===== config.mk =====
export PLATFORM = sky130hd
export DESIGN_NAME = apb_regfile_slave
export DESIGN_NICKNAME = d
export VERILOG_FILES = /design/src/rtl/apb_pkg.sv /design/src/rtl/apb_reg_bank.sv /design/src/rtl/apb_regfile_slave.sv
export SDC_FILE = /design/constraint.sdc
export NUM_CORES = 1
export LEC_CHECK = 0
export ABC_AREA = 1
export CAP_MARGIN = 20
export CORE_MARGIN = 10
export CORE_UTILIZATION = 41
export CTS_CLUSTER_SIZE = 40
export DETAILED_ROUTE_END_ITERATION = 8
export GPL_TIMING_DRIVEN = 0
export PLACE_DENSITY = 0.57
export SLEW_MARGIN = 5
export SYNTH_ARGS = -nofsm -noshare
export SYNTH_HDL_FRONTEND = slang
export SYNTH_SLANG_ARGS = --single-unit

===== constraint.sdc =====
create_clock -name pclk -period 10.7 [get_ports pclk]
set_input_delay 1.605 -clock pclk [delete_from_list [all_inputs] [get_ports pclk]]
set_output_delay 1.605 -clock pclk [all_outputs]
set_load 0.02 [all_outputs]

===== src/rtl/apb_pkg.sv =====
// Shared types and limits for the APB register-file slave.
package apb_pkg;

    typedef enum logic [1:0] {
        ST_IDLE = 2'd0,
        ST_WAIT = 2'd1,
        ST_RESP = 2'd2
    } apb_slv_state_t;

    localparam int APB_MAX_WAIT = 15;
    localparam int WAIT_CNT_W   = $clog2(APB_MAX_WAIT + 1);

    // Error reason, used by benches when reporting a rejected access.
    typedef enum logic [1:0] {
        ERR_NONE  = 2'd0,
        ERR_RANGE = 2'd1,
        ERR_ALIGN = 2'd2
    } apb_err_t;

endpackage


===== src/rtl/apb_reg_bank.sv =====
// Register array: one write port with optional byte strobes, one combinational read port.
// Strobe input exists only when APB_PSTRB_EN is defined.
module apb_reg_bank #(
    parameter int DATA_W   = 32,
    parameter int NUM_REGS = 8,
    parameter int IDX_W    = 3
) (
    input  logic              clk,
    input  logic              rst,
    input  logic              we,
    input  logic [IDX_W-1:0]  idx,
    input  logic [DATA_W-1:0] wdata,
`ifdef APB_PSTRB_EN
    input  logic [DATA_W/8-1:0] wstrb,
`endif
    output logic [DATA_W-1:0] rdata
);

    logic [NUM_REGS-1:0][DATA_W-1:0] regs;
    logic [DATA_W-1:0]               wmask;
    logic                            in_range;

    // Non-power-of-two NUM_REGS leaves unused index codes; they read as 0.
    assign in_range = int'(idx) < NUM_REGS;

`ifdef APB_PSTRB_EN
    always_comb begin
        wmask = '0;
        for (int b = 0; b < DATA_W/8; b++)
            wmask[8*b +: 8] = {8{wstrb[b]}};
    end
`else
    assign wmask = '1;
`endif

    always_ff @(posedge clk or posedge rst) begin
        if (rst)
            regs <= '0;
        else if (we && in_range)
            regs[idx] <= (regs[idx] & ~wmask) | (wdata & wmask);
    end

    assign rdata = in_range ? regs[idx] : '0;

endmodule


===== src/rtl/apb_regfile_slave.sv =====
// APB3 register-file slave: address decode, error check, wait-state FSM.
// Optional byte strobes (pstrb port) when APB_PSTRB_EN is defined.
module apb_regfile_slave
    import apb_pkg::*;
#(
    parameter int                DATA_W      = 32,
    parameter int                ADDR_W      = 32,
    parameter int                NUM_REGS    = 8,
    parameter logic [ADDR_W-1:0] BASE_ADDR   = 'h0000_A000,
    parameter int                WAIT_CYCLES = 0
) (
    input  logic                pclk,
    input  logic                preset,
    input  logic                psel,
    input  logic                penable,
    input  logic                pwrite,
    input  logic [ADDR_W-1:0]   paddr,
    input  logic [DATA_W-1:0]   pwdata,
`ifdef APB_PSTRB_EN
    input  logic [DATA_W/8-1:0] pstrb,
`endif
    output logic [DATA_W-1:0]   prdata,
    output logic                pready,
    output logic                pslverr
);

    localparam int AL    = $clog2(DATA_W/8);
    localparam int IDX_W = (NUM_REGS > 1) ? $clog2(NUM_REGS) : 1;

    apb_slv_state_t          state, state_nxt;
    logic [WAIT_CNT_W-1:0]   wait_cnt;
    logic [IDX_W-1:0]        idx_q;
    logic                    wr_q, err_q;
    logic [ADDR_W-1:0]       offset, index;
    logic                    err, setup, we;
    logic [DATA_W-1:0]       rdata;

    // Unsigned subtraction: addresses below the base wrap to a huge offset.
    assign offset = paddr - BASE_ADDR;
    assign index  = offset >> AL;
    assign err    = (paddr < BASE_ADDR) || (index >= ADDR_W'(NUM_REGS))
                 || (offset[AL-1:0] != '0);
    assign setup  = psel && !penable;

    always_comb begin
        state_nxt = state;
        case (state)
            ST_IDLE: if (setup) state_nxt = (WAIT_CYCLES > 0) ? ST_WAIT : ST_RESP;
            ST_WAIT: begin
                if (!psel || !penable)        state_nxt = ST_IDLE;
                else if (wait_cnt == WAIT_CNT_W'(1)) state_nxt = ST_RESP;
            end
            ST_RESP: state_nxt = ST_IDLE;
            default: state_nxt = ST_IDLE;
        endcase
    end

    always_ff @(posedge pclk or posedge preset) begin
        if (preset) begin
            state    <= ST_IDLE;
            wait_cnt <= '0;
            idx_q    <= '0;
            wr_q     <= 1'b0;
            err_q    <= 1'b0;
        end else begin
            state <= state_nxt;
            case (state)
                ST_IDLE: if (setup) begin
                    idx_q    <= index[IDX_W-1:0];
                    wr_q     <= pwrite;
                    err_q    <= err;
                    wait_cnt <= WAIT_CNT_W'(WAIT_CYCLES);
                end
                ST_WAIT: wait_cnt <= wait_cnt - WAIT_CNT_W'(1);
                default: ;
            endcase
        end
    end

    assign we      = (state == ST_RESP) && wr_q && !err_q;
    assign pready  = (state == ST_RESP);
    assign pslverr = (state == ST_RESP) && err_q;
    assign prdata  = ((state == ST_RESP) && !wr_q && !err_q) ? rdata : '0;

    apb_reg_bank #(
        .DATA_W   (DATA_W),
        .NUM_REGS (NUM_REGS),
        .IDX_W    (IDX_W)
    ) u_bank (
        .clk   (pclk),
        .rst   (preset),
        .we    (we),
        .idx   (idx_q),
        .wdata (pwdata),
`ifdef APB_PSTRB_EN
        .wstrb (pstrb),
`endif
        .rdata (rdata)
    );

endmodule


## Word-level counts from Yosys, hierarchy flattened

Index checks and enable logic that the tools add are counted.

- Register bits after elaboration: 267
- Logic and storage cells: 56

- Add/subtract/negate cells: 2
- $lt $le $gt $ge: 4
- Equal/unequal tests: 5
- Mux-type cells: 12
- Reductions and logical operators: 20

Operator list:

| kind | number |
|---|---|
| bitwise mux 256 bit | 1 |
| binary-select mux 32 bit (select 3 bit) | 1 |
| demux 32 bit (select 3 bit) | 1 |
| two-way mux 32 bit | 3 |
| less-than comparator 32 x 16 -> 1 bit (second input constant) | 1 |
| subtractor 32 x 16 -> 32 bit (second input constant) | 1 |
| >= comparator 30 x 4 -> 1 bit (second input constant) | 1 |
| one-hot mux 4 bit (2 select lines) | 1 |
| logical AND 1 bit | 7 |
| two-way mux 2 bit | 3 |
| AND reduction 2 bit | 3 |
| == test 4 x 1 -> 1 bit (second input constant) | 1 |
| zero test 1 bit | 4 |
| less-than comparator 3 x 4 -> 1 bit (second input constant) | 1 |
| two-way mux 4 bit | 1 |
| one-hot mux 2 bit (2 select lines) | 1 |
| nonzero test 2 bit | 2 |
| subtractor 4 x 1 -> 4 bit (second input constant) | 1 |
| >= comparator 3 x 1 -> 1 bit (second input constant) | 1 |
| logical OR 1 bit | 3 |
| != test 3 bit (second input constant) | 1 |
| == test 2 x 1 -> 1 bit (second input constant) | 1 |
| == test 2 bit (second input constant) | 1 |
| zero test 2 bit | 1 |
| != test 2 bit (second input constant) | 1 |

## Logic depth before layout (Yosys ltp)

Gate-level depths: netlist (run 1).

- Depth after elaboration: 5
- Depth in mapped cells: 14
- Depth with buffers taken out: 14

## Hierarchy

Synthesis (run 1) repeated with hierarchy kept, for this count alone.

- Cell total of the unflattened synthesis: 1,887
- Area total of the unflattened synthesis: 13,295.3 um^2

By module, submodules not included:

| module | times used | cells each | area an instance (um^2) |
|---|---|---|---|
| apb_reg_bank | 1 | 1,646 | 12,145.4 |
| apb_regfile_slave | 1 | 241 | 1,149.9 |

## Worst setup path after synthesis (run 1)

No wires, ideal clock.

- Kind: reg2out
- From: register idx_q[0]
- To: output prdata[25]
- Arrival: 1.618 ns
- Data required time: 9.095 ns
- Path slack: 7.477 ns
- Cell stages (with the launch flop): 7
- Path through: dfrtp_1 > buf_2 > inv_1 > buf_2 > clkbuf_1 > o21ai_0 > a41oi_1

- Cells in the longest elaborated chain, start to end: 3

Ends and longest elaborated chain:

| item | RTL line | RTL |
|---|---|---|
| start: declaration | apb_regfile_slave.sv:32 | `logic [IDX_W-1:0] idx_q;` |
| start signal: assignment | apb_regfile_slave.sv:69 | `idx_q <= index[IDX_W-1:0];` |
| binary-select mux 32 bit (select 3 bit) | -- |  |
| two-way mux 32 bit (implied by the code) | apb_reg_bank.sv:43 | `assign rdata = in_range ? regs[idx] : '0;` |
| two-way mux 32 bit | apb_regfile_slave.sv:83 | `assign prdata = ((state == ST_RESP) && !wr_q && !err_q) ? rdata : '0;` |
| end: declaration | apb_regfile_slave.sv:22 | `output logic [DATA_W-1:0] prdata,` |

No other way between the ends. The select of a mux whose other input is x is not followed.

## Worst setup path after layout (run 1)

- From: register idx_q[0]
- To: output prdata[10]

The elaborated chain is that of the path after synthesis.

==> flow_summary.ini, run 1 <==
[logic_synthesis]
synth_sequential_area_ratio_pct = 54.73
syn-instance-count = 1466
syn-mean-instance-area_um2 = 8.172
synth_fp_nets = 1536
mappedNetlistArea_um2 = 11980
synth-warning-count = 0
netlist_cell_types = 23
synth.ff_latch_count = 262

[clock_tree]
clkSlewWorstSetupHoldPaths_ns = 0.06
clk_latency_ns = 0.56
cts_repair_resize_count = 0
tritoncts.num_buffers = 30
ctsRootBufferMaster = sky130_fd_sc_hd__clkbuf_16
clk_path_buf_depth = 3
postCtsHoldBufs = 0
clkSinkCount = 262
htree_levels = 1
tritoncts_clock_tree = built
cts_post_setup_buffers_inserted = 0

[floorplanning]
floorplan.die_area_um2 = 36460
core_outline_area_um2 = 28780
initial_core_util_pct = 41.63
num_io_pins = 103
dieHeight_um = 190.9
placement_rows = 62
die_width_um = 190.9

[outcome]
status = complete, no violations

[critical_path]
critical_path.max_fanout = 10
worst-path-buf-inv = 5
rrSetupSlack_ns = 8.38
path_cells = buf_2 -> inv_1 -> buf_2 -> clkbuf_1 -> o21ai_0 -> a41oi_1 -> clkdlybuf4s50_1
path_class = reg2out
critical-path-top-delay-family = buffers and inverters
slowest_stage = sky130_fd_sc_hd__clkdlybuf4s50_1
cp.required_ns = 9.10
worst_setup_path_start_kind = flip-flop
arrival_time_of_data_at_the_critical_path_endpoint_ns = 3.46
endpoint_kind = primary output
critPathMaxStageDelay_ns = 0.67
worst_path_most_repeated_cell = sky130_fd_sc_hd__buf_2

[timing]
report.final.slew_viol_count = 0
finClkSkew_ns = 0.01639
final.setup.worst_slack_ns = 5.640
maxSlewHeadroom_pct = 47.86
rsz0062_at_grt = false
timing_worst_slew_pin_value_ns = 0.7821
timing.final.crit_share_pct = 47.29
post-route-min-period_ns = 5.060
fmax_mhz = 197.6
finalSetupViolations = 0
setup_total_negative_slack_ns = 0
fin_hold_viols = 0
whs_ns = 0.4793

[placement]
dpl.cell_count = 1954
dp_worst_setup_slack_ns = 6.216
place_congestion = 0.8442
count_of_buffers_from_port_buffering = 102
hpwl_detailed_mm = 26.29

[global_route]
total_congestion_overflow = 0
m1_gr_usage_pct = 28.40
grtUsageMet3_pct = 3.590
global_route_usage_over_all_layers_pct = 21.12
grt_first_pass_wirelength_mm = 61.44
grt_max_degree = 109
use_met2_pct = 34.59
antenna_violations_before_repair = 0
busiest_layer = met2
first_global_vias = 10880

[cells_and_area]
finalNonFillerCells = 2008
layout_common_cells = 359 x sky130_fd_sc_hd__o21ai_0, 313 x sky130_fd_sc_hd__nand2_1, 262 x sky130_fd_sc_hd__dfrtp_1, 238 x sky130_fd_sc_hd__nor2_1, 102 x sky130_fd_sc_hd__clkdlybuf4s50_1
finalNetCount = 1672
n_antenna_cell = 0
count_of_filler_cells_inserted_in_the_layout = 2844
mostFrequentLayoutCell = sky130_fd_sc_hd__o21ai_0
area.growth.synth_to_final_pct = 21.67
drive_above_1_share_pct = 4.310

[detailed_routing]
drcViolationCount = 0
via_count = 10640
drt_iter0_markers = 909
final_antenna_net_count = 0
detail_route.wirelength_mm = 38.30
post_drt_via_cell_ratio = 5.297
drt_first_pass_iters = 5
routed_wire_length_per_instance_um = 19.07

[run]
max_cap_viol_count = 0

[pwr]
power.total_mw = 2.522
cellLeakagePower_nw = 6.832
power_per_cell_area_nw_per_um2 = 173.0
vdd.ir_drop.worst_v = 0.0001420

[hold_path]
min_path_type = reg2reg
==> sequential cells by signal, summed over array words and instances (netlist names) <==
register / cells
idx_q: 3
state: 1
wr_q: 1
err_q: 1
u_bank.regs: 256
==> layout make-up <==
type	count	area, um2	area share, %
timing repair buffer	104	1076	7.382
clock buffer	46	892.1	6.120
clock inverter	8	140.1	0.9614
multi-input combinational	1043	4805	32.96
sequential	262	6556	44.98
tap	384	480.5	3.296
buffer	93	364.1	2.498
inverter	68	262.8	1.803
==> power breakdown <==
group / internal (mW) / switching, mW
Combinational: 0.116 / 0.233
Clock: 0.665 / 0.413
Sequential: 1.06 / 0.0361
==> metal layers <==
layer / up-vias / routed length (um)
met5: - / 0
met4: 0 / 881
met3: 52 / 2166
met2: 291 / 18270
met1: 5174 / 16980
li1: 5119 / -
==> kinds of logic after synthesis <==
family | Yosys count | share of synthesized area (%)
xor gates and xnor gates | 2 | 0.1462
DFF | 262 | 54.73
and+or+nand+nor | 587 | 19.28
adders and majority gates | 1 | 0.1044
buffers and inverters | 161 | 5.170
AOI/OAI and AO/OA | 453 | 20.57
==> synthesized netlist by cell type <==
library cell,number,area (um2)
sky130_fd_sc_hd__buf_1,5,18.77
sky130_fd_sc_hd__dfrtp_1,262,6556
sky130_fd_sc_hd__o21a_1,31,232.7
sky130_fd_sc_hd__xor2_1,2,17.52
sky130_fd_sc_hd__nand3_2,8,80.08
sky130_fd_sc_hd__clkbuf_1,76,285.3
sky130_fd_sc_hd__a311oi_1,1,8.760
sky130_fd_sc_hd__buf_2,12,60.06
sky130_fd_sc_hd__nor3_4,1,16.27
sky130_fd_sc_hd__and3_1,1,6.260
sky130_fd_sc_hd__nor3_1,3,15.01
sky130_fd_sc_hd__nand3_1,18,90.09
sky130_fd_sc_hd__nand4_1,2,12.51
sky130_fd_sc_hd__nand3b_1,2,15.01
sky130_fd_sc_hd__o21ai_1,28,140.1
sky130_fd_sc_hd__nor2_1,238,893.4
sky130_fd_sc_hd__a41oi_1,31,271.5
sky130_fd_sc_hd__ha_1,1,12.51
sky130_fd_sc_hd__a21oi_1,3,15.01
sky130_fd_sc_hd__inv_1,68,255.2
sky130_fd_sc_hd__o21ai_0,359,1797
sky130_fd_sc_hd__nand2_1,313,1175
sky130_fd_sc_hd__or2_2,1,6.260
==> worst paths after layout <==
| path | cells past startpoint | startpoint | endpoint |
|---|---|---|---|
| min | 2 | u_bank.regs[127]$_DFFE_PP0P_ | u_bank.regs[127]$_DFFE_PP0P_ |
| min reg2reg | 2 | u_bank.regs[127]$_DFFE_PP0P_ | u_bank.regs[127]$_DFFE_PP0P_ |
| min in group asynchronous | 2 | preset | u_bank.regs[192]$_DFFE_PP0P_ |
| max in group asynchronous | 3 | preset | u_bank.regs[19]$_DFFE_PP0P_ |
| max | 7 | idx_q[0]$_DFFE_PP0P_ | prdata[10] |
| max reg2reg | 7 | idx_q[0]$_DFFE_PP0P_ | u_bank.regs[21]$_DFFE_PP0P_ |
==> per-stage QoR <==
| step | utilization [%] | area [um2] |
|---|---|---|
| 4_1_cts | 50.65 | 14580 |
| 6_report | 50.65 | 14580 |
| 2_1_floorplan | - | 11980 |
| 3_5_place_dp | 47.06 | 13540 |
| 5_1_grt | 50.65 | 14580 |
| 3_3_place_gp | 46.84 | 13480 |
==> worst min-delay path, delay by kind of cell (launching register included) <==
| kind | cells | cell delay, ns |
|---|---|---|
| and+or+nand+nor | 1 | 0.05 |
| DFF | 1 | 0.33 |
| AOI/OAI and AO/OA | 1 | 0.06 |
No activity file was read; power rests on OpenSTA's default activity.
==> run 2, diff against run 1 <==
==> constraint.sdc (replaced) <==
create_clock -name pclk -period 5 [get_ports pclk]
set_input_delay 0.75 -clock pclk [delete_from_list [all_inputs] [get_ports pclk]]
set_output_delay 0.75 -clock pclk [all_outputs]
set_load 0.02 [all_outputs]
==> run 2 against run 1 <==
Against the previous run:
- flip-flop and latch count unchanged
- power grew 100%
- global-route usage down 0.10 points
- setup slack worse by 4.9 ns
- sequential share of layout area rose by 0.19 points
- via count grew 0.19%
- final area down 0.41%
- combinational power grew 120%
- critical endpoint is now prdata[0]
==> flow_summary.ini, run 2 (synthesis results as in run 1) <==
[floorplanning]
placement_rows = 62
num_io_pins = 103
floorplan.die_area_um2 = 36460
die_width_um = 190.9
core_outline_area_um2 = 28780
dieHeight_um = 190.9
initial_core_util_pct = 41.63

[run]
max_cap_viol_count = 0

[critical_path]
endpoint_kind = primary output
r2r_cells = 6
path_class = reg2out
arrival_time_of_data_at_the_critical_path_endpoint_ns = 3.49
worst_setup_path_start_kind = flip-flop
cp.required_ns = 4.25
critical_path.max_fanout = 10

[detailed_routing]
via_count = 10660
routed_wire_length_per_instance_um = 19.02
drt_first_pass_iters = 6
drcViolationCount = 0
post_drt_via_cell_ratio = 5.312
final_antenna_net_count = 0
detail_route.wirelength_mm = 38.16
drt_iter0_markers = 875

[placement]
hpwl_detailed_mm = 26.92
count_of_buffers_from_port_buffering = 102
dp_worst_setup_slack_ns = 1.382
place_congestion = 0.8523

[cells_and_area]
layout_common_cells = 359 x sky130_fd_sc_hd__o21ai_0, 313 x sky130_fd_sc_hd__nand2_1, 262 x sky130_fd_sc_hd__dfrtp_1, 238 x sky130_fd_sc_hd__nor2_1, 102 x sky130_fd_sc_hd__clkdlybuf4s50_1
largest_reg_flops = 256
regMostFlops = u_bank.regs
count_of_filler_cells_inserted_in_the_layout = 2858
multi_input_comb_area_um2 = 4805
drive_above_1_share_pct = 4.131
area.growth.synth_to_final_pct = 21.17
n_antenna_cell = 0
reg_top3 = u_bank.regs x256, idx_q x3
finalNetCount = 1677
mostFrequentLayoutCell = sky130_fd_sc_hd__o21ai_0
final-seq-area_um2 = 6556

[clock_tree]
cts_post_setup_buffers_inserted = 0
cts_repair_resize_count = 0
htree_levels = 1
clk_path_buf_depth = 3
ctsRootBufferMaster = sky130_fd_sc_hd__clkbuf_16
clkSinkCount = 262
tritoncts.num_buffers = 29
tritoncts_clock_tree = built
clk_latency_ns = 0.55
postCtsHoldBufs = 0
clkSlewWorstSetupHoldPaths_ns = 0.06

[global_route]
m1_gr_usage_pct = 27.79
grtUsageMet3_pct = 4.027
grt_max_degree = 39
global_route_usage_over_all_layers_pct = 21.02
use_met2_pct = 34.43
first_global_vias = 10780
antenna_violations_before_repair = 0
grt_first_pass_wirelength_mm = 61.05
busiest_layer = met2
total_congestion_overflow = 0

[timing]
fin_hold_viols = 0
fmax_mhz = 236.1
timing_worst_slew_pin_value_ns = 0.8018
report.final.slew_viol_count = 0
rsz0062_at_grt = false
maxSlewHeadroom_pct = 46.35
post-route-min-period_ns = 4.236
finClkSkew_ns = 0.01492
final.setup.worst_slack_ns = 0.7638
setup_total_negative_slack_ns = 0
timing.final.crit_share_pct = 84.72
finalSetupViolations = 0

[pwr]
p_comb_share_pct = 14.8
share_seq_of_total_power_pct = 45.9
cell_int_power_mw = 3.705
cellLeakagePower_nw = 6.792
power_frac_clock_pct = 39.3
vdd.ir_drop.worst_v = 0.0002314
power_per_cell_area_nw_per_um2 = 352.5
p_sw_share_pct = 27.60
power_switching_mw = 1.412

[outcome]
status = complete, no violations

[hold_path]
min_path_type = reg2reg
hold_depth = 2
## run 2: worst paths after layout
kind	from	slack (ns)	end
setup / recovery	idx_q[0]$_DFFE_PP0P_	0.76	prdata[0]
hold / removal	u_bank.regs[170]$_DFFE_PP0P_	0.48	u_bank.regs[170]$_DFFE_PP0P_
setup reg to reg	idx_q[0]$_DFFE_PP0P_	2.68	u_bank.regs[225]$_DFFE_PP0P_
hold reg to reg	u_bank.regs[170]$_DFFE_PP0P_	0.48	u_bank.regs[170]$_DFFE_PP0P_
max in group asynchronous	preset	3.22	u_bank.regs[198]$_DFFE_PP0P_
min in group asynchronous	preset	0.69	u_bank.regs[23]$_DFFE_PP0P_
## run 2: per-stage QoR
stage          instance area, um2  power (mW)  util (%)  cells  hold WS [ns]
2_1_floorplan               11980       2.832         -   1466        0.4478
4_1_cts                     14520       5.152     50.44   2006        0.4816
3_5_place_dp                13650       3.141     47.41   1960        0.4674
6_report                    14520       5.117     50.44   2006        0.4776
5_1_grt                     14520       5.365     50.44   2006        0.5000
3_3_place_gp                13490       3.115     46.86   1952        0.4602
## run 2: power groups by stage
stage | Clock [mW] | Combinational [mW] | Sequential (mW)
final | 2.01 | 0.759 | 2.35
after global routing | 2.14 | 0.864 | 2.36
after CTS | 2.04 | 0.764 | 2.34
after detailed placement | 0 | 0.761 | 2.38
after global placement | 0 | 0.736 | 2.38
after floorplan | 0 | 0.468 | 2.36
## run 2: area by class of cell
type	instances	area share (%)
Inverter	68	1.784
Multi-Input combinational cell	1043	33.10
Timing Repair Buffer	110	8.137
Buffer	93	2.508
Clock buffer	44	5.732
Sequential cell	262	45.16
Tap cell	384	3.310
Clock inverter	2	0.2672
## run 2: critical path: stages (launching register included)
cell and delay, ns:
sky130_fd_sc_hd__dfrtp_1 0.40, sky130_fd_sc_hd__buf_2 0.19, sky130_fd_sc_hd__inv_1 0.24, sky130_fd_sc_hd__buf_2 0.31, sky130_fd_sc_hd__clkbuf_1 0.56, sky130_fd_sc_hd__o21ai_0 0.22, sky130_fd_sc_hd__a41oi_1 0.35, sky130_fd_sc_hd__clkdlybuf4s50_1 0.67
## run 2: layer usage
metal  part of all wire, %  wire (um)
met5                     0          0
met4                   2.4        920
met3                   6.0       2292
met2                    47      17890
met1                    45      17060
==> run 3, diff against run 2 <==
==> constraint.sdc (replaced) <==
create_clock -name pclk -period 4.05 [get_ports pclk]
set_input_delay 0.6075 -clock pclk [delete_from_list [all_inputs] [get_ports pclk]]
set_output_delay 0.6075 -clock pclk [all_outputs]
set_load 0.02 [all_outputs]
==> run 3 against run 2 <==
Against the previous run:
- die area unchanged
- critical path depth unchanged
- non-clock buffer count decreased by 1
- sequential share of layout area about the same
==> flow_summary.ini, run 3 (synthesis results as in run 1) <==
[global_route]
grt_max_degree = 39
global_route_usage_over_all_layers_pct = 21.02
total_congestion_overflow = 0
grt_first_pass_wirelength_mm = 61.05
antenna_violations_before_repair = 0
first_global_vias = 10780

[detailed_routing]
drt_iter0_markers = 779
drcViolationCount = 0
final_antenna_net_count = 0
drt_first_pass_iters = 5
routed_wire_length_per_instance_um = 19.01
via_count = 10630
detail_route.wirelength_mm = 38.11
post_drt_via_cell_ratio = 5.303

[cells_and_area]
mostFrequentLayoutCell = sky130_fd_sc_hd__o21ai_0
drive_above_1_share_pct = 4.380
largest_reg_flops = 256
finalNetCount = 1676
n_antenna_cell = 0
regMostFlops = u_bank.regs
area.growth.synth_to_final_pct = 21.18
layout_common_cells = 359 x sky130_fd_sc_hd__o21ai_0, 313 x sky130_fd_sc_hd__nand2_1, 262 x sky130_fd_sc_hd__dfrtp_1, 238 x sky130_fd_sc_hd__nor2_1, 102 x sky130_fd_sc_hd__clkdlybuf4s50_1
reg_top3 = u_bank.regs x256, idx_q x3

[outcome]
status = complete, no violations

[pwr]
p_sw_share_pct = 27.55
share_seq_of_total_power_pct = 45.9
p_comb_share_pct = 14.8
power_per_cell_area_nw_per_um2 = 434.9
power_switching_mw = 1.740
power_frac_clock_pct = 39.3
power.total_mw = 6.314
cellLeakagePower_nw = 6.802
vdd.ir_drop.worst_v = 0.0002842
cell_int_power_mw = 4.574

[critical_path]
cp.required_ns = 3.44
critical_path.max_fanout = 10
crit-reg2reg-capture = u_bank.regs[225]$_DFFE_PP0P_
path_class = reg2out
arrival_time_of_data_at_the_critical_path_endpoint_ns = 3.33
timing.rr.start = idx_q[0]$_DFFE_PP0P_
endpoint_kind = primary output
r2r_cells = 6
worst_setup_path_start_kind = flip-flop
rrSetupSlack_ns = 1.72

[timing]
final.setup.worst_slack_ns = 0.1163
rsz0062_at_grt = false
post-route-min-period_ns = 3.934
finClkSkew_ns = 0.01646
whs_ns = 0.4778
timing.final.crit_share_pct = 97.13
finalSetupViolations = 0
timing_worst_slew_pin_value_ns = 0.8064
fmax_mhz = 254.2
setup_total_negative_slack_ns = 0
fin_hold_viols = 0
maxSlewHeadroom_pct = 46.04
report.final.slew_viol_count = 0

[floorplanning]
num_io_pins = 103
initial_core_util_pct = 41.63
floorplan.die_area_um2 = 36460
dieHeight_um = 190.9
die_width_um = 190.9
placement_rows = 62
core_outline_area_um2 = 28780

[hold_path]
hp-start = u_bank.regs[170]$_DFFE_PP0P_
hold_depth = 2
min_path_type = reg2reg
hold_crit_endpoint = u_bank.regs[170]$_DFFE_PP0P_

[clock_tree]
htree_levels = 1
tritoncts.num_buffers = 29
postCtsHoldBufs = 0
clk_latency_ns = 0.56
clk_path_buf_depth = 3
clkSinkCount = 262
ctsRootBufferMaster = sky130_fd_sc_hd__clkbuf_16
tritoncts_clock_tree = built
clkSlewWorstSetupHoldPaths_ns = 0.06

[run]
max_cap_viol_count = 0

[placement]
hpwl_detailed_mm = 26.92
count_of_buffers_from_port_buffering = 102
place_congestion = 0.8523
dp_worst_setup_slack_ns = 0.5747
[run 3: changes by cell type in the layout (fill, tap and decap cells not counted)]
cell / change
sky130_fd_sc_hd__clkbuf_2: +4
sky130_fd_sc_hd__clkbuf_1: -3
sky130_fd_sc_hd__buf_1: -2
[run 3: stage by stage]
stage	instances	utilization [%]	area, um2
floorplan	1466	-	11980
global placement	1952	46.86	13490
detailed placement	1960	47.41	13650
CTS	2006	50.44	14520
global route	2005	50.44	14520
finish	2005	50.44	14520
[run 3: cell type report]
type / count / area (um2)
Fill cell: 2861 / 14260
Sequential cell: 262 / 6556
Multi-Input combinational cell: 1043 / 4805
Tap cell: 384 / 480.5
Timing Repair Buffer: 110 / 1181
Buffer: 92 / 365.4
Clock buffer: 44 / 832.0
Inverter: 68 / 259.0
Clock inverter: 2 / 38.79
[run 3: power groups by stage]
stage               registers [mW]  logic, mW  clock network [mW]
CTS                           2.89      0.943                2.52
global placement              2.94      0.909                   0
finish                        2.90      0.935                2.48
detailed placement            2.94      0.939                   0
global route                  2.92       1.07                2.64
floorplan                     2.92      0.578                   0
[run 3: worst max-delay path, cell delays in order, from the launching register on]
cell and delay, ns:
sky130_fd_sc_hd__dfrtp_1 0.40, sky130_fd_sc_hd__buf_2 0.19, sky130_fd_sc_hd__inv_1 0.24, sky130_fd_sc_hd__buf_2 0.32, sky130_fd_sc_hd__clkbuf_1 0.42, sky130_fd_sc_hd__o21ai_0 0.23
sky130_fd_sc_hd__a41oi_1 0.32, sky130_fd_sc_hd__clkdlybuf4s50_1 0.66
[run 3: timing repair]
action / 4_1_cts / 5_1_grt
resized for setup: 1 / 4
endpoints found under the setup margin: 1 / 15
buffers inserted: 0 / 0
[run 3: worst max path at each step]
| stage | start | end | slack (ns) | cells after the start |
|---|---|---|---|---|
| floorplan | preset | err_q$_DFFE_PP0P_ | -0.01 | 1 |
| global placement | preset | u_bank.regs[167]$_DFFE_PP0P_ | -2.18 | 2 |
| detailed placement | idx_q[0]$_DFFE_PP0P_ | prdata[0] | 0.57 | 7 |
| CTS | idx_q[0]$_DFFE_PP0P_ | prdata[26] | 0.02 | 7 |
| global route | idx_q[0]$_DFFE_PP0P_ | prdata[30] | 0.05 | 8 |
| finish | idx_q[0]$_DFFE_PP0P_ | prdata[20] | 0.12 | 7 |
[run 3: per-layer routing]
metal | wire, um | GRT usage (%) | vias up
met2 | 17980 | 34.43 | 278
met3 | 2264 | 4.027 | 59
met4 | 899 | 5.936 | 0
li1 | - | - | 5124
met1 | 16960 | 27.79 | 5172
met5 | 0 | 0 | -
